$ cat config.mk
export PLATFORM = sky130hd
export DESIGN_NAME = id_ex_stage_reg_flat
export DESIGN_NICKNAME = d
export VERILOG_FILES = /design/src/rtl/cpu_pkg.sv /design/src/rtl/id_ex_stage_reg_if.sv /design/src/rtl/load_use_detect.sv /design/src/rtl/id_ex_stage_reg.sv /design/src/flat_wrapper.sv
export SDC_FILE = /design/constraint.sdc
export NUM_CORES = 1
export LEC_CHECK = 0
export CAP_MARGIN = 15
export CORE_AREA = 2 2 177 179
export CTS_BUF_LIST = sky130_fd_sc_hd__clkbuf_8 sky130_fd_sc_hd__clkbuf_16
export CTS_CLUSTER_SIZE = 8
export DETAILED_ROUTE_END_ITERATION = 8
export DIE_AREA = 0 0 179 181
export HOLD_SLACK_MARGIN = 0.06
export SLEW_MARGIN = 20
export SYNTH_ARGS = -nofsm -noshare
export SYNTH_HDL_FRONTEND = slang
export SYNTH_HIERARCHICAL = 1
export SYNTH_SLANG_ARGS = --single-unit
$ cat constraint.sdc
create_clock -name clk -period 8.2 [get_ports clk]
set_input_delay 0.82 -clock clk [delete_from_list [all_inputs] [get_ports clk]]
set_output_delay 0.82 -clock clk [all_outputs]
set_load 0.05 [all_outputs]
$ cat src/rtl/cpu_pkg.sv
// Shared types for the ID/EX stage register and its load-use hazard logic.
package cpu_pkg;

    localparam int unsigned ALUOP_W = 3;
    localparam logic [4:0] ZERO_REG = 5'd31;

    typedef enum logic [0:0] {RUN, STALL} hz_state_t;

    typedef struct packed {
        logic               RegWrite;
        logic               MemRead;
        logic               MemWrite;
        logic               setFlag;
        logic [ALUOP_W-1:0] ALUOp;
        logic [4:0]         Rd;
    } id_ex_ctrl_t;

    localparam id_ex_ctrl_t CTRL_BUBBLE = '{
        RegWrite: 1'b0,
        MemRead:  1'b0,
        MemWrite: 1'b0,
        setFlag:  1'b0,
        ALUOp:    '0,
        Rd:       ZERO_REG
    };

endpackage

$ cat src/rtl/id_ex_stage_reg_if.sv
// ID-side inputs and EX-side outputs of the ID/EX stage register.
interface id_ex_stage_reg_if #(
    parameter int unsigned DATA_W = 64,
    parameter int unsigned CNT_W  = 32
);
    logic              flush_ID;
    logic [4:0]        Rd_ID;
    logic [4:0]        Rn_ID;
    logic [4:0]        Rm_ID;
    logic              RegWrite_ID;
    logic              MemRead_ID;
    logic              MemWrite_ID;
    logic              setFlag_ID;
    logic              isMOV_ID;
    logic [2:0]        ALUOp_ID;
    logic [DATA_W-1:0] Da_ID;
    logic [DATA_W-1:0] Db_ID;
    logic [DATA_W-1:0] imm_ID;

    logic [4:0]        Rd_EX;
    logic              RegWrite_EX;
    logic              MemRead_EX;
    logic              MemWrite_EX;
    logic              setFlag_EX;
    logic [2:0]        ALUOp_EX;
    logic [DATA_W-1:0] Da_EX;
    logic [DATA_W-1:0] Db_EX;
    logic [DATA_W-1:0] imm_EX;
    logic              stall_ID;
    logic [CNT_W-1:0]  bubble_cnt;

    modport master (
        output flush_ID, Rd_ID, Rn_ID, Rm_ID, RegWrite_ID, MemRead_ID, MemWrite_ID,
               setFlag_ID, isMOV_ID, ALUOp_ID, Da_ID, Db_ID, imm_ID,
        input  Rd_EX, RegWrite_EX, MemRead_EX, MemWrite_EX, setFlag_EX, ALUOp_EX,
               Da_EX, Db_EX, imm_EX, stall_ID, bubble_cnt
    );

    modport slave (
        input  flush_ID, Rd_ID, Rn_ID, Rm_ID, RegWrite_ID, MemRead_ID, MemWrite_ID,
               setFlag_ID, isMOV_ID, ALUOp_ID, Da_ID, Db_ID, imm_ID,
        output Rd_EX, RegWrite_EX, MemRead_EX, MemWrite_EX, setFlag_EX, ALUOp_EX,
               Da_EX, Db_EX, imm_EX, stall_ID, bubble_cnt
    );

endinterface

$ cat src/rtl/load_use_detect.sv
// Combinational load-use hazard term: a load in EX whose Rd is read by the ID instruction.
module load_use_detect
    import cpu_pkg::*;
(
    input  logic       mem_read_ex,
    input  logic       reg_write_ex,
    input  logic [4:0] rd_ex,
    input  logic [4:0] rd_id,
    input  logic [4:0] rn_id,
    input  logic [4:0] rm_id,
    input  logic       is_mov_id,
    output logic       hazard
);

    // MOVK merges into the old Rd, so Rd counts as a source for MOV instructions.
    assign hazard = mem_read_ex & reg_write_ex & (rd_ex != ZERO_REG) &
                    ((rd_ex == rn_id) | (rd_ex == rm_id) | (is_mov_id & (rd_ex == rd_id)));

endmodule

$ cat src/rtl/id_ex_stage_reg.sv
// ID/EX pipeline register with load-use stall FSM and saturating bubble counter.
module id_ex_stage_reg
    import cpu_pkg::*;
#(
    parameter int unsigned DATA_W   = 64,
    parameter int unsigned LOAD_LAT = 1,
    parameter int unsigned CNT_W    = 32
) (
    input logic             clk,
    input logic             reset,
    id_ex_stage_reg_if.slave bus
);

    localparam logic [1:0] STALL_CYC = 2'(LOAD_LAT - 1);

    hz_state_t         state_q;
    logic [1:0]        cnt_q;
    id_ex_ctrl_t       ctrl_q, ctrl_d;
    logic [DATA_W-1:0] da_q, da_d;
    logic [DATA_W-1:0] db_q, db_d;
    logic [DATA_W-1:0] imm_q, imm_d;
    logic [CNT_W-1:0]  bub_q;
    logic              hazard;
    logic              stall;
    logic              load_bubble;

    load_use_detect u_detect (
        .mem_read_ex  (ctrl_q.MemRead),
        .reg_write_ex (ctrl_q.RegWrite),
        .rd_ex        (ctrl_q.Rd),
        .rd_id        (bus.Rd_ID),
        .rn_id        (bus.Rn_ID),
        .rm_id        (bus.Rm_ID),
        .is_mov_id    (bus.isMOV_ID),
        .hazard       (hazard)
    );

    // Flush wins over stall: the squashed instruction needs no operand, so no hold.
    always_comb begin
        stall       = 1'b0;
        load_bubble = 1'b0;
        if (bus.flush_ID) begin
            load_bubble = 1'b1;
        end else if (state_q == STALL || hazard) begin
            stall       = 1'b1;
            load_bubble = 1'b1;
        end
    end

    always_comb begin
        ctrl_d = CTRL_BUBBLE;
        da_d   = '0;
        db_d   = '0;
        imm_d  = '0;
        if (!load_bubble) begin
            ctrl_d = '{
                RegWrite: bus.RegWrite_ID,
                MemRead:  bus.MemRead_ID,
                MemWrite: bus.MemWrite_ID,
                setFlag:  bus.setFlag_ID,
                ALUOp:    bus.ALUOp_ID,
                Rd:       bus.Rd_ID
            };
            da_d   = bus.Da_ID;
            db_d   = bus.Db_ID;
            imm_d  = bus.imm_ID;
        end
    end

    always_ff @(posedge clk) begin
        if (reset) begin
            state_q <= RUN;
            cnt_q   <= '0;
            ctrl_q  <= CTRL_BUBBLE;
            da_q    <= '0;
            db_q    <= '0;
            imm_q   <= '0;
            bub_q   <= '0;
        end else begin
            ctrl_q <= ctrl_d;
            da_q   <= da_d;
            db_q   <= db_d;
            imm_q  <= imm_d;
            if (load_bubble && bub_q != '1) begin
                bub_q <= bub_q + CNT_W'(1);
            end
            unique case (state_q)
                RUN: begin
                    if (!bus.flush_ID && hazard) begin
                        cnt_q <= STALL_CYC;
                        if (LOAD_LAT > 1) state_q <= STALL;
                    end
                end
                STALL: begin
                    // cnt_q counts the STALL-state bubbles still owed, including this one.
                    if (bus.flush_ID || cnt_q == 2'd1) begin
                        state_q <= RUN;
                        cnt_q   <= '0;
                    end else begin
                        cnt_q <= cnt_q - 2'd1;
                    end
                end
                default: state_q <= RUN;
            endcase
        end
    end

    assign bus.Rd_EX       = ctrl_q.Rd;
    assign bus.RegWrite_EX = ctrl_q.RegWrite;
    assign bus.MemRead_EX  = ctrl_q.MemRead;
    assign bus.MemWrite_EX = ctrl_q.MemWrite;
    assign bus.setFlag_EX  = ctrl_q.setFlag;
    assign bus.ALUOp_EX    = ctrl_q.ALUOp;
    assign bus.Da_EX       = da_q;
    assign bus.Db_EX       = db_q;
    assign bus.imm_EX      = imm_q;
    assign bus.stall_ID    = stall;
    assign bus.bubble_cnt  = bub_q;

endmodule

$ cat src/flat_wrapper.sv
// flat-port wrapper written by rule: the top's interface ports become plain ports
module id_ex_stage_reg_flat import cpu_pkg::*;
#(
    parameter int unsigned DATA_W   = 64,
    parameter int unsigned LOAD_LAT = 1,
    parameter int unsigned CNT_W    = 32
)
  (clk, reset, bus_flush_ID, bus_Rd_ID, bus_Rn_ID, bus_Rm_ID, bus_RegWrite_ID, bus_MemRead_ID, bus_MemWrite_ID, bus_setFlag_ID, bus_isMOV_ID, bus_ALUOp_ID, bus_Da_ID, bus_Db_ID, bus_imm_ID, bus_Rd_EX, bus_RegWrite_EX, bus_MemRead_EX, bus_MemWrite_EX, bus_setFlag_EX, bus_ALUOp_EX, bus_Da_EX, bus_Db_EX, bus_imm_EX, bus_stall_ID, bus_bubble_cnt);
  id_ex_stage_reg_if #(.DATA_W(DATA_W), .CNT_W(CNT_W)) bus_i ();
  input logic clk;
  input logic reset;
  input wire logic [$bits(bus_i.flush_ID)-1:0] bus_flush_ID;
  input wire logic [$bits(bus_i.Rd_ID)-1:0] bus_Rd_ID;
  input wire logic [$bits(bus_i.Rn_ID)-1:0] bus_Rn_ID;
  input wire logic [$bits(bus_i.Rm_ID)-1:0] bus_Rm_ID;
  input wire logic [$bits(bus_i.RegWrite_ID)-1:0] bus_RegWrite_ID;
  input wire logic [$bits(bus_i.MemRead_ID)-1:0] bus_MemRead_ID;
  input wire logic [$bits(bus_i.MemWrite_ID)-1:0] bus_MemWrite_ID;
  input wire logic [$bits(bus_i.setFlag_ID)-1:0] bus_setFlag_ID;
  input wire logic [$bits(bus_i.isMOV_ID)-1:0] bus_isMOV_ID;
  input wire logic [$bits(bus_i.ALUOp_ID)-1:0] bus_ALUOp_ID;
  input wire logic [$bits(bus_i.Da_ID)-1:0] bus_Da_ID;
  input wire logic [$bits(bus_i.Db_ID)-1:0] bus_Db_ID;
  input wire logic [$bits(bus_i.imm_ID)-1:0] bus_imm_ID;
  output wire logic [$bits(bus_i.Rd_EX)-1:0] bus_Rd_EX;
  output wire logic [$bits(bus_i.RegWrite_EX)-1:0] bus_RegWrite_EX;
  output wire logic [$bits(bus_i.MemRead_EX)-1:0] bus_MemRead_EX;
  output wire logic [$bits(bus_i.MemWrite_EX)-1:0] bus_MemWrite_EX;
  output wire logic [$bits(bus_i.setFlag_EX)-1:0] bus_setFlag_EX;
  output wire logic [$bits(bus_i.ALUOp_EX)-1:0] bus_ALUOp_EX;
  output wire logic [$bits(bus_i.Da_EX)-1:0] bus_Da_EX;
  output wire logic [$bits(bus_i.Db_EX)-1:0] bus_Db_EX;
  output wire logic [$bits(bus_i.imm_EX)-1:0] bus_imm_EX;
  output wire logic [$bits(bus_i.stall_ID)-1:0] bus_stall_ID;
  output wire logic [$bits(bus_i.bubble_cnt)-1:0] bus_bubble_cnt;
  assign bus_i.flush_ID = bus_flush_ID;
  assign bus_i.Rd_ID = bus_Rd_ID;
  assign bus_i.Rn_ID = bus_Rn_ID;
  assign bus_i.Rm_ID = bus_Rm_ID;
  assign bus_i.RegWrite_ID = bus_RegWrite_ID;
  assign bus_i.MemRead_ID = bus_MemRead_ID;
  assign bus_i.MemWrite_ID = bus_MemWrite_ID;
  assign bus_i.setFlag_ID = bus_setFlag_ID;
  assign bus_i.isMOV_ID = bus_isMOV_ID;
  assign bus_i.ALUOp_ID = bus_ALUOp_ID;
  assign bus_i.Da_ID = bus_Da_ID;
  assign bus_i.Db_ID = bus_Db_ID;
  assign bus_i.imm_ID = bus_imm_ID;
  assign bus_Rd_EX = bus_i.Rd_EX;
  assign bus_RegWrite_EX = bus_i.RegWrite_EX;
  assign bus_MemRead_EX = bus_i.MemRead_EX;
  assign bus_MemWrite_EX = bus_i.MemWrite_EX;
  assign bus_setFlag_EX = bus_i.setFlag_EX;
  assign bus_ALUOp_EX = bus_i.ALUOp_EX;
  assign bus_Da_EX = bus_i.Da_EX;
  assign bus_Db_EX = bus_i.Db_EX;
  assign bus_imm_EX = bus_i.imm_EX;
  assign bus_stall_ID = bus_i.stall_ID;
  assign bus_bubble_cnt = bus_i.bubble_cnt;
  id_ex_stage_reg #(.DATA_W(DATA_W), .LOAD_LAT(LOAD_LAT), .CNT_W(CNT_W)) u_core (.clk(clk), .reset(reset), .bus(bus_i));
endmodule
==> results of run 1 <==
-- worst paths after layout --
check | end | slack, ns
setup / recovery | bus_stall_ID | 4.19
hold / removal | u_core/cnt_q[1]$_SDFFE_PP0P_ | 0.49
setup reg to reg | u_core/bus.bubble_cnt[21]$_SDFFE_PP0P_ | 4.95
hold reg to reg | u_core/cnt_q[1]$_SDFFE_PP0P_ | 0.49
-- state kept, by name, summed over array words and instances, names as in the netlist --
| name | count |
|---|---|
| u_core/cnt_q | 2 |
| u_core/bus.ALUOp_EX | 3 |
| u_core/bus.bubble_cnt | 32 |
| u_core/bus.setFlag_EX | 1 |
| u_core/bus.Da_EX | 64 |
| u_core/bus.MemWrite_EX | 1 |
| u_core/bus.RegWrite_EX | 1 |
| u_core/bus.imm_EX | 64 |
| u_core/bus.Rd_EX | 5 |
| u_core/bus.MemRead_EX | 1 |
| u_core/bus.Db_EX | 64 |
| u_core/state_q | 1 |
-- worst max-delay path: cells and delay by family --
kind	cells	cell delay [ns]
compound gates	1	0.34
xor+xnor	1	0.15
buf+inv	2	1.24
simple gates	4	0.63
-- metal layers --
| layer | wire length (um) | vias to the layer above |
|---|---|---|
| met5 | 12 | - |
| met4 | 590 | 2 |
| met3 | 3217 | 44 |
| met2 | 12770 | 297 |
| met1 | 9226 | 2888 |
| li1 | - | 3098 |
-- synth_stat cells, types with 2 or more instances --
cell type and count:
a211oi_1 3, a311oi_1 2, and3_1 2, inv_1 6, ha_1 2, nand3_1 13, nand4_4 2, or4_1 4
a21oi_1 11, nor2_1 33, and2_1 199, xor2_1 11, clkbuf_1 26, buf_4 2, nand2_1 13, nor3_1 8
xnor2_1 18, o31ai_1 3, buf_2 2, nor2b_1 6, o21ai_0 4, nor4_1 11, dfxtp_1 239, or2_2 2
mux2_2 7, nand4_1 9, a31oi_1 4, or3_1 10
-- cell type report --
type,instances,area (um2),share of cell area
Multi-Input combinational cell,394,2537,0.1900
Inverter,6,22.52,0.001686
Antenna cell,4,10.01,0.0007496
Sequential cell,239,4785,0.3583
Timing Repair Buffer,458,4574,0.3425
Clock buffer,36,900.9,0.06746
Tap cell,396,495.5,0.03710
Clock inverter,3,28.78,0.002155
-- kinds of logic after synthesis --
family | synth area share
AOI/OAI and AO/OA | 0.03294
xor gates and xnor gates | 0.03395
adders and majority gates | 0.003344
buffers and inverters | 0.02207
DFF | 0.6395
muxes | 0.01054
and+or+nand+nor | 0.2577
-- where the power goes --
group | switching [mW] | internal [mW]
sequential | 0.0144 | 1.21
combinational | 0.208 | 0.179
clock | 0.479 | 0.771
==> results.md, run 1 <==
* Outcome: finished, final reports clean
* PortBufs at around 450
* Synth Net Count at about 900
* Yosys reg bits at 239
* Fin crit period at approximately 4 ns
* Fillers at approximately 2900
* Area contributors post-synth: dfxtp_1 (64%), and2_1 (17%), xnor2_1 (2.1%)
* Row cnt at 64
* Final GP Congestion at between 0.7 and 0.8
* Cells after DPL at 1493
* Mapped Cells at between 600 and 700
* TritonRoute pass-1 iters at 4
* Yosys warns at 6
* Worst-Skew Late Latency at 0.50 ns
* Hold Violations, Final at 0
* CP Max Fanout at 4
* Hold Crit Class: register to register
* Largest net degree at the start of global routing at 117
* All-Layer GR Usage at 0.1536
* Seq/Total Area, Yosys at 0.6395
* Hold Path Stages at 2
* Die Ht at 181 um
* P&R area growth vs syn at 78.48%
* DR DRC count at 0
* Final period utilization at 0.4894
* WS Path Type: input port to primary output
* Total gr overflow at 0
* Routed vias at roughly 6300
* # IOs at 455
* Hold_sp: u_core/cnt_q[1]$_SDFFE_PP0P_
* Post-Route WL at 25820 um
* Initial Utilization at 0.2465
* CP Launch Type: input port
* CTS Buffer Depth at 3
* Fin Setup TNS at 0 ns
* Netlist cell types at 48
* Vias/cell at a little over 4
* Met3 GRT Util at 0.07976
* VDD IR max at 131.0 uV
* Data arrival, critical path at between 3 and 4 ns
* Origin of the critical flop-to-flop path: u_core/bus.Rd_EX[2]$_SDFF_PP1_
* Post-DP HPWL at between 15000 and 20000 um
* Leak Pwr at 5.046 nW
* Critical path required time at about 7.4 ns
* RSZ-0062 raised after global routing: false
* Total design power at 2.857 mW
* Most used DFF post-synth: dfxtp_1
* Num CTS Buffers at 35
* WHS at between 0.4 and 0.5 ns
* WL/cell at between 15 and 20 um
* Grt peak-use layer: met2
* Fin cells at 1536
* First-pass GRT wire length at approximately 38000 um
* # setup viols final at 0
* Pre-CTS WS at between 4 and 5 ns
* Max stage delay on crit path at 0.80 ns
* Clock Tree Root: clkbuf_16
* Transition time of the tightest slew-check pin at roughly 0.91 ns
* Max Cap Viol at 0
* Core Area at roughly 30000 um2
* Clk sink count at around 240
* First DRT Iteration DRCs at approximately 250
* Yosys top cell by area: dfxtp_1
* Die X at ~180 um
* Fin nets at 1354
* Clock Skew at 0.01507 ns
* Syn Area/Cell at ~11 um2
* Worst reg-to-reg path cell count at 9
* Post-CTS Setup Repair Bufs at 0
* Relative slew slack at 0.3938
* Number of synthesized flops with an enable pin at 0
* Fin util at 0.4400
* Most frequent cells in the layout: clkdlybuf4s50_1 (454), dfxtp_1 (239), and2_1 (199)
* Post-cts sizing count at 0
* Number of global-route vias before repair at ~6400
* Mapped cell area at about 7500 um2
* Max Fclk at 249.2 MHz
* Initial antenna violation count at 5
* Worst-path clk slew at approximately 0.05 ns
* Max Slew Vio Count at 0
* Post-CTS Hold Fix Bufs at 0
* Commonest non-fill, non-tap cell in the layout: clkdlybuf4s50_1
* Met1 Usage GRT at 0.1572
* Met2 global-route usage at 0.2675
* Synth top area share at 0.6395
* Final WS setup at around 4.2 ns
* Post-synth ARST share at 0
* CP max-delay cell: clkdlybuf4s50_1
* Share of layout cells above drive strength 1 at 0.05282
* Crit path launch: bus_Rd_ID[2]
* Crit-path cells: clkdlybuf4s50_1, xor2_1, nor4_1, nand3_1, a31oi_1, nor2_1, nor2_1, clkdlybuf4s50_1
* Placed Area at 12410 um2
* H-tree depth at 2
* Die area at around 32000 um2
* Crit. End Element: primary output
* PD cells at between 200 and 250 nW/um2
* CTS tree: yes
* Design area at 13350 um2
* Antenna-violating nets left at 0
(Power assumes the default switching activity.)
==> run 2, diff against run 1 <==
- CORE_AREA: 2 2 177 179 -> 2 2 178 180
- DIE_AREA: 0 0 179 181 -> 0 0 180 182
- clock period: 8.2 -> 3.9 ns (I/O delays scaled with it)
==> run 2 against run 1 <==
  * Via count fell by 0.85%
  * Wire length decreased by 4.6%
  * Global-route usage is 1.0 points lower
  * Sequential power rose by 110%
  * Setup slack got worse by 3.4 ns
  * Flip-flop and latch count unchanged
  * First-iteration DRC count decreased by 6.9%
==> results.md, run 2 (same netlist as run 1, synthesis figures left out) <==
* Worst-path clk slew at 0.05 ns (about the same)
* P&R area growth vs syn at 80.02% (was 78.48%)
* CP Max Fanout at 5 (was 4)
* Outcome: finished, final reports clean (unchanged)
* CTS tree: yes (unchanged)
* CP Launch Type: register (was input port)
* Worst-Skew Late Latency at 0.50 ns (about the same)
* # setup viols final at 0 (unchanged)
* DR DRC count at 0 (unchanged)
* # IOs at 455 (unchanged)
* Clk sink count at 239 (unchanged)
* Hold Violations, Final at 0 (unchanged)
* Post-Route WL at 24630 um (was 25820 um)
* VDD IR max at 333.7 uV (was 131.0 uV)
* PortBufs at 454 (unchanged)
* Antenna-violating nets left at 0 (unchanged)
* Num CTS Buffers at 36 (was 35)
* Commonest non-fill, non-tap cell in the layout: clkdlybuf4s50_1 (unchanged)
* Fin nets at 1359 (was 1354)
* CTS Buffer Depth at 3 (unchanged)
* Max Cap Viol at 0 (unchanged)
* Leak Pwr at 5.104 nW (was 5.046 nW)
* Fin Setup TNS at 0 ns (unchanged)
* Total design power at 6.143 mW (was 2.857 mW)
* WL/cell at 15.92 um (was 16.81 um)
* Critical path required time at 3.51 ns (was 7.38 ns)
* Die X at 180 um (was 179 um)
* Relative slew slack at 0.5470 (was 0.3938)
* Data arrival, critical path at 2.76 ns (was 3.19 ns)
* Post-DP HPWL at 18350 um (was 19650 um)
* Placed Area at 12480 um2 (was 12410 um2)
* WS Path Type: register to primary output (was input port to primary output)
* Final GP Congestion at 0.7584 (was 0.7991)
* Crit. End Element: primary output (unchanged)
* Die Ht at 182 um (was 181 um)
* Row cnt at 65 (was 64)
* First DRT Iteration DRCs at 229 (was 246)
* Share of layout cells above drive strength 1 at 0.06031 (was 0.05282)
* Clock Skew at 0.01859 ns (was 0.01507 ns)
* Max Fclk at roughly 320 MHz
* Vias/cell at 4.056 (was 4.120)
* Fillers at 2976 (was 2904)
* Post-CTS Setup Repair Bufs at 0 (unchanged)
* Number of global-route vias before repair at 6300 (was 6443)
* Core Area at 30990 um2 (was 30350 um2)
* Largest net degree at the start of global routing at 100 (was 117)
* Initial antenna violation count at 1 (was 5)
* RSZ-0062 raised after global routing: false (unchanged)
* Pre-CTS WS at 0.6203 ns (was 4.109 ns)
* Most frequent cells in the layout: clkdlybuf4s50_1 (454), dfxtp_1 (239), and2_1 (199) (unchanged)
* First-pass GRT wire length at 36850 um (was 37780 um)
* Design area at 13470 um2 (was 13350 um2)
* Post-cts sizing count at 0 (unchanged)
* Initial Utilization at 0.2415 (was 0.2465)
* H-tree depth at 2 (unchanged)
* Final WS setup at 0.7509 ns (was 4.187 ns)
* Die area at 32760 um2 (was 32400 um2)
* Post-CTS Hold Fix Bufs at 0 (unchanged)
* Routed vias at 6275 (was 6329)
* Hold Crit Class: input port to register (was register to register)
* TritonRoute pass-1 iters at 4 (unchanged)
* Clock Tree Root: clkbuf_16 (unchanged)
* Transition time of the tightest slew-check pin at 0.6774 ns (was 0.9093 ns)
* Total gr overflow at 0 (unchanged)
* PD cells at 456.1 nW/um2 (was 213.9 nW/um2)
* Final period utilization at 0.8075
* Max Slew Vio Count at 0 (unchanged)
* All-Layer GR Usage at 0.1436 (was 0.1536)
* Fin crit period at roughly 3.1 ns
-- run 2: changes by cell type in the layout (fill, tap and decap cells not counted) --
cell	delta
inv_1	-1
clkbuf_16	+1
clkinv_2	+1
buf_4	+2
buf_12	+2
clkinv_8	-1
diode_2	-3
inv_6	+1
clkbuf_8	+3
-- run 2: critical path: stages, from the launching register on --
cell             delay (ns)
dfxtp_1                0.46
xor2_1                 0.11
nor4_1                 0.30
nand3_1                0.12
a31oi_1                0.19
buf_4                  0.16
nor2_1                 0.04
nor2_1                 0.08
clkdlybuf4s50_1        0.81
-- run 2: worst paths after layout --
path / startpoint / to / slack (ns) / cells after the start
setup / recovery: u_core/bus.Rd_EX[2]$_SDFF_PP1_ / bus_stall_ID / 0.75 / 8
hold / removal: bus_Db_ID[49] / u_core/bus.Db_EX[49]$_SDFF_PP0_ / 0.44 / 2
setup reg to reg: u_core/bus.Rd_EX[2]$_SDFF_PP1_ / u_core/bus.bubble_cnt[21]$_SDFFE_PP0P_ / 1.01 / 10
hold reg to reg: u_core/cnt_q[1]$_SDFFE_PP0P_ / u_core/cnt_q[1]$_SDFFE_PP0P_ / 0.49 / 2
-- run 2: power breakdown --
| part | internal (mW) | switching, mW | leakage (nW) |
|---|---|---|---|
| sequential | 2.54 | 0.0286 | 1.96 |
| clock | 1.73 | 1.04 | 0.491 |
| combinational | 0.381 | 0.437 | 2.66 |
| total | 4.64 | 1.50 | 5.10 |
-- run 2: through the flow --
stage          instances    util  hold WS, ns
6_report            1547  0.4347       0.4445
5_1_grt             1547  0.4347       0.4296
4_1_cts             1546  0.4346       0.4178
3_5_place_dp        1503  0.4027       0.4763
3_3_place_gp        1503  0.4027       0.4683
2_1_floorplan        672       -       0.4538
-- run 2: layer usage --
layer  part of all wire  vias to the layer above  GRT usage
li1                   -                     3096          -
met1               0.38                     2829     0.1578
met2               0.49                      305     0.2429
met3               0.11                       45    0.06959
met4              0.022                        0    0.04715
met5                  0                        -          0
-- run 2: area by class of cell --
cell class,instances,area (um2),area share
clock buffers,40,967.2,0.07181
diodes,1,2.502,0.0001858
inverters,6,22.52,0.001672
well taps,402,503.0,0.03734
repair buffers,462,4629,0.3437
clock inverters,3,22.52,0.001672
multi-input cells,394,2537,0.1884
flip-flops and latches,239,4785,0.3552
==> RTL change 1, RTL diff (config.mk and constraints of run 1) <==
`imm_q` no longer has a reset.
--- a/src/rtl/id_ex_stage_reg.sv
+++ b/src/rtl/id_ex_stage_reg.sv
@@ -76,3 +76,2 @@
             db_q    <= '0;
-            imm_q   <= '0;
             bub_q   <= '0;
@@ -82,3 +81,2 @@
             db_q   <= db_d;
-            imm_q  <= imm_d;
             if (load_bubble && bub_q != '1) begin
@@ -107,2 +105,6 @@
 
+    always_ff @(posedge clk) begin
+        imm_q <= imm_d;
+    end
+
     assign bus.Rd_EX       = ctrl_q.Rd;
Check against the original RTL: not equivalent (a bounded check fails within 4 cycles, from zero or initial values and one cycle with reset high).
==> RTL change 1 against run 1 <==
Routed wire length is 2.7% lower. Power grew 1.3%. Final cell count shrank 0.13%. Synthesized area down 0.43%. Setup slack improved by 0.055 ns. Sequential share of layout area grew 0.071 points. Sequential cell count unchanged. Clock skew is 0.0019 ns higher. Design area fell by 0.20%. Largest cell class unchanged. Highest routed layer is now met4.
==> RTL change 1: results (changes against run 1) <==
<table>
<tr><th>Metric</th><th>Value</th></tr>
<tr><th colspan="2">Cells and area</th></tr>
<tr><td>Layout fillers</td><td>2949 (+1.5%)</td></tr>
<tr><td>Area growth syn-to-layout</td><td>78.9%</td></tr>
<tr><td>Fraction of area in clock buffers and inverters</td><td>6.98% (+0.014 points)</td></tr>
<tr><td>Combined area of the multi-input logic cells</td><td>0.00253 sq mm (-0.44%)</td></tr>
<tr><td>Final-layout non-clock buffer area share</td><td>34.2% (about the same)</td></tr>
<tr><td>Nets</td><td>1353 (-0.074%)</td></tr>
<tr><td>ANT cells</td><td>3 (-1)</td></tr>
<tr><td>Ratio of cells with drive above 1 in the final layout</td><td>5.37% (+0.093 points)</td></tr>
<tr><th colspan="2">Synth</th></tr>
<tr><td>Post-synthesis net count</td><td>890 (-0.22%)</td></tr>
<tr><td>Yosys cell types</td><td>43 (-10%)</td></tr>
<tr><th colspan="2">Power and ir drop</th></tr>
<tr><td>Net load switching power</td><td>726 uW (+3.6%)</td></tr>
<tr><td>Static Leakage</td><td>0.00503 uW (-0.38%)</td></tr>
<tr><td>Part of the total power dissipated in sequential elements</td><td>42.3% (-0.4 points)</td></tr>
<tr><td>Peak ir drop on the vdd network</td><td>0.153 mV (+17%)</td></tr>
<tr><th colspan="2">Detailed routing</th></tr>
<tr><td>Final routed wirelength across all metal layers</td><td>25100 microns (-2.7%)</td></tr>
<tr><td>Routed WL per cell</td><td>16.4 microns (-2.6%)</td></tr>
<tr><th colspan="2">STA</th></tr>
<tr><td>Fin Clk Skew</td><td>0.0169 ns (+0.00186 ns)</td></tr>
<tr><td>Minimum setup slack in the final design</td><td>4.24 ns (+0.0548 ns)</td></tr>
<tr><td>Pin slew with the least headroom to its limit</td><td>1.01 ns (+0.0961 ns)</td></tr>
<tr><th colspan="2">Critical path</th></tr>
<tr><td>Cell depth of the worst flop-to-flop path</td><td>10 (+1)</td></tr>
<tr><td>Source of the worst register-to-register timing path</td><td>u_core/bus.Rd_EX[4]</td></tr>
<tr><td>Worst R2R Setup Slack</td><td>4.86 ns (-0.09 ns)</td></tr>
<tr><th colspan="2">Min path</th></tr>
<tr><td>Hold EP</td><td>u_core/bus.bubble_cnt[30]</td></tr>
<tr><th colspan="2">Global route</th></tr>
<tr><td>Wire length of the first global-routing pass</td><td>37200 microns (-1.5%)</td></tr>
<tr><td>Initial antenna violation count</td><td>3 (-2)</td></tr>
<tr><td>Number of global-route vias before repair</td><td>6451 (+0.12%)</td></tr>
<tr><th colspan="2">Outcome</th></tr>
<tr><td>Status</td><td>finished clean</td></tr>
<tr><th colspan="2">Placement</th></tr>
<tr><td>Inst Count DP</td><td>1492 (-0.067%)</td></tr>
</table>
-- RTL change 1: changes by cell type in the layout (fill, tap and decap cells not counted), moves of 7 or more --
cell | run 1 | this run
sky130_fd_sc_hd__xnor2_1 | 18 | 9
sky130_fd_sc_hd__or4_1 | 4 | 12
sky130_fd_sc_hd__nor2_1 | 33 | 24
sky130_fd_sc_hd__o31ai_1 | 3 | 11
sky130_fd_sc_hd__nor4_1 | 11 | 4
sky130_fd_sc_hd__a21oi_1 | 11 | 22
-- RTL change 1: cells by family after synthesis --
group | synth area share, %
adders and majority gates | 0.336
DFF | 64.2
and+or+nand+nor | 25.7
muxes | 1.51
xor gates and xnor gates | 2.23
AOI/OAI and AO/OA | 3.95
buffers and inverters | 2.03
-- RTL change 1: per-layer routing --
metal | part of all wire [%] | GRT usage (%)
met5 | 0 | 0
met2 | 49 | 25.8
met1 | 36 | 15.6
met3 | 12 | 7.85
met4 | 2.4 | 5.20
==> RTL change 2, RTL diff (flow settings as in run 1) <==
Made on the original files. `CNT_W` is set to 32 in 3 places; all go to 24.
--- a/src/rtl/id_ex_stage_reg_if.sv
+++ b/src/rtl/id_ex_stage_reg_if.sv
@@ -3,3 +3,3 @@
     parameter int unsigned DATA_W = 64,
-    parameter int unsigned CNT_W  = 32
+    parameter int unsigned CNT_W  = 24
 );
--- a/src/rtl/id_ex_stage_reg.sv
+++ b/src/rtl/id_ex_stage_reg.sv
@@ -6,3 +6,3 @@
     parameter int unsigned LOAD_LAT = 1,
-    parameter int unsigned CNT_W    = 32
+    parameter int unsigned CNT_W    = 24
 ) (
--- a/src/flat_wrapper.sv
+++ b/src/flat_wrapper.sv
@@ -5,3 +5,3 @@
     parameter int unsigned LOAD_LAT = 1,
-    parameter int unsigned CNT_W    = 32
+    parameter int unsigned CNT_W    = 24
 )
Ports: changed (resized bus_bubble_cnt); port bits go from 455 to 447. The function was not compared with the original's and may differ.
==> RTL change 2 against run 1 <==
Power fell by 1.4%. Clock skew is 0.0081 ns lower. Die area unchanged. Routed wire length down 9.7%. Count of clock-buffer cells in the layout up 1. First-iteration DRC count shrank 25%. Design area shrank 4.2%. Sequential cell count shrank 8. Synthesized area down 6.7%. Fmax grew 1.7%. Setup slack improved by 0.066 ns. Register-to-register slack better by 0.16 ns. Non-clock buffer count is 9 lower. Critical path type unchanged. Largest cell class unchanged. Largest power group unchanged.
==> RTL change 2: results (changes against run 1) <==
<table>
<tr><th>Metric</th><th>Value</th></tr>
<tr><th colspan="2">Detailed routing</th></tr>
<tr><td>Total via count after detailed routing</td><td>5821 (-8.0%)</td></tr>
<tr><td>Final routed wirelength across all metal layers</td><td>23300 microns (-9.7%)</td></tr>
<tr><td>Starting DRT DRC Count</td><td>184 (-25%)</td></tr>
<tr><th colspan="2">Outcome</th></tr>
<tr><td>Status</td><td>finished clean</td></tr>
<tr><th colspan="2">Placement</th></tr>
<tr><td>Post-DP HPWL</td><td>17600 microns (-11%)</td></tr>
<tr><td>Final weighted congestion of routability-driven global placement</td><td>0.765 (-4.3%)</td></tr>
<tr><td>Inst Count DP</td><td>1436 (-3.8%)</td></tr>
<tr><td>IO buf count</td><td>446 (-1.8%)</td></tr>
<tr><td>Pre-CTS setup slack</td><td>4.23 ns (+0.121 ns)</td></tr>
<tr><th colspan="2">Global route</th></tr>
<tr><td>Initial antenna violation count</td><td>1 (-4)</td></tr>
<tr><td>Maximum number of pins on one net before global-route repair</td><td>120 (+2.6%)</td></tr>
<tr><td>Combined global-route utilization of all metal layers</td><td>13.7% (-1.7 points)</td></tr>
<tr><td>Wire length of the first global-routing pass</td><td>33800 microns (-11%)</td></tr>
<tr><th colspan="2">Synth</th></tr>
<tr><td>Yosys cell types</td><td>40 (-17%)</td></tr>
<tr><td>Syn Inst Count</td><td>618 (-8.0%)</td></tr>
<tr><td>Largest cells by area after synthesis</td><td>sky130_fd_sc_hd__dfxtp_1 66%, sky130_fd_sc_hd__and2_1 18%, sky130_fd_sc_hd__xnor2_1 2.3%, sky130_fd_sc_hd__xor2_1 1.5%, sky130_fd_sc_hd__nor2_1 1.4%</td></tr>
<tr><td>Seq/Total Area, Yosys</td><td>66.3% (+2.3 points)</td></tr>
<tr><td>Post-synthesis net count</td><td>838 (-6.1%)</td></tr>
<tr><td>List of most frequent post-synthesis cells</td><td>231 x sky130_fd_sc_hd__dfxtp_1, 199 x sky130_fd_sc_hd__and2_1, 26 x sky130_fd_sc_hd__nor2_1</td></tr>
<tr><th colspan="2">Critical path</th></tr>
<tr><td>Critical Path AT</td><td>3.13 ns (-0.06 ns)</td></tr>
<tr><th colspan="2">Power and ir drop</th></tr>
<tr><td>Peak ir drop on the vdd network</td><td>0.163 mV (+25%)</td></tr>
<tr><th colspan="2">Cells and area</th></tr>
<tr><td>Nets</td><td>1296 (-4.3%)</td></tr>
<tr><td>Layout fillers</td><td>2924 (+0.69%)</td></tr>
<tr><td>Ratio of cells with drive above 1 in the final layout</td><td>4.17% (-1.1 points)</td></tr>
<tr><th colspan="2">STA</th></tr>
<tr><td>Fin Clk Skew</td><td>0.00699 ns (-0.00809 ns)</td></tr>
<tr><td>Tightest slew margin relative to the limit</td><td>33.8% (-5.6 points)</td></tr>
<tr><th colspan="2">Clocking</th></tr>
<tr><td>Number of buffers created by CTS</td><td>34 (-2.9%)</td></tr>
</table>
-- RTL change 2: changes by cell type after synthesis, moves of 3 or more --
cell | run 1 | this run
sky130_fd_sc_hd__nor2_1 | 33 | 26
sky130_fd_sc_hd__and4_1 | 0 | 3
sky130_fd_sc_hd__dfxtp_1 | 239 | 231
sky130_fd_sc_hd__nor2b_1 | 6 | 1
sky130_fd_sc_hd__nor4_1 | 11 | 2
sky130_fd_sc_hd__mux2_2 | 7 | 1
-- RTL change 2: worst paths after layout --
path / startpoint / endpoint / slack [ns]
worst min register to register: u_core/cnt_q[1] / u_core/cnt_q[1] / 0.49
worst max register to register: u_core/bus.Rd_EX[4] / u_core/bus.bubble_cnt[21] / 5.11
worst min-delay path: u_core/cnt_q[1] / u_core/cnt_q[1] / 0.49
worst max-delay path: bus_Rd_ID[4] / bus_stall_ID / 4.25
-- RTL change 2: where the power goes --
group          internal [uW]  switching, uW  total, uW  leakage [uW]
Clock                    784            465       1250      0.000461
Combinational            179            207        386       0.00252
Sequential              1170           14.0       1180       0.00189
Total                   2130            686       2820       0.00487
-- RTL change 2: critical path: stages --
cell,delay (ns)
sky130_fd_sc_hd__clkdlybuf4s50_1,0.46
sky130_fd_sc_hd__xor2_1,0.16
sky130_fd_sc_hd__nor4_1,0.28
sky130_fd_sc_hd__nand3_1,0.11
sky130_fd_sc_hd__a31oi_1,0.31
sky130_fd_sc_hd__nor2_1,0.07
sky130_fd_sc_hd__nor2_1,0.10
sky130_fd_sc_hd__clkdlybuf4s50_1,0.80
-- RTL change 2: cell type report --
type                    count  area, sq um  area share [%]
clock inverters             1         3.75          0.0293
well taps                 396          495            3.87
flip-flops and latches    231         4620            36.2
inverters                   4         15.0           0.117
multi-input cells         356         2230            17.5
clock buffers              37          926            7.24
repair buffers            449         4490            35.1
diodes                      2         5.00          0.0391
-- RTL change 2: per-layer routing --
metal / part of all wire (%) / track usage [%] / vias up
li1: - / - / 2870
met1: 36 / 14.2 / 2600
met2: 48 / 23.6 / 311
met3: 14 / 7.26 / 40
met4: 2.2 / 4.20 / 0
met5: 0 / 0 / -
-- RTL change 2: kinds of logic after synthesis --
| logic type | share of synthesized area (%) |
|---|---|
| buf+inv | 1.79 |
| compound gates | 2.49 |
| flops | 66.3 |
| simple gates | 25.0 |
| xor+xnor | 3.77 |
| mux | 0.305 |
| fa+ha+maj | 0.359 |
-- RTL change 2: per-stage QoR --
step	utilization, %	total power (uW)	hold WS (ns)
global placement	39.1	1590	0.474
floorplan	-	1390	0.454
detailed placement	39.1	1590	0.488
CTS	42.1	2870	0.501
finish	42.1	2820	0.491
global route	42.1	2920	0.530
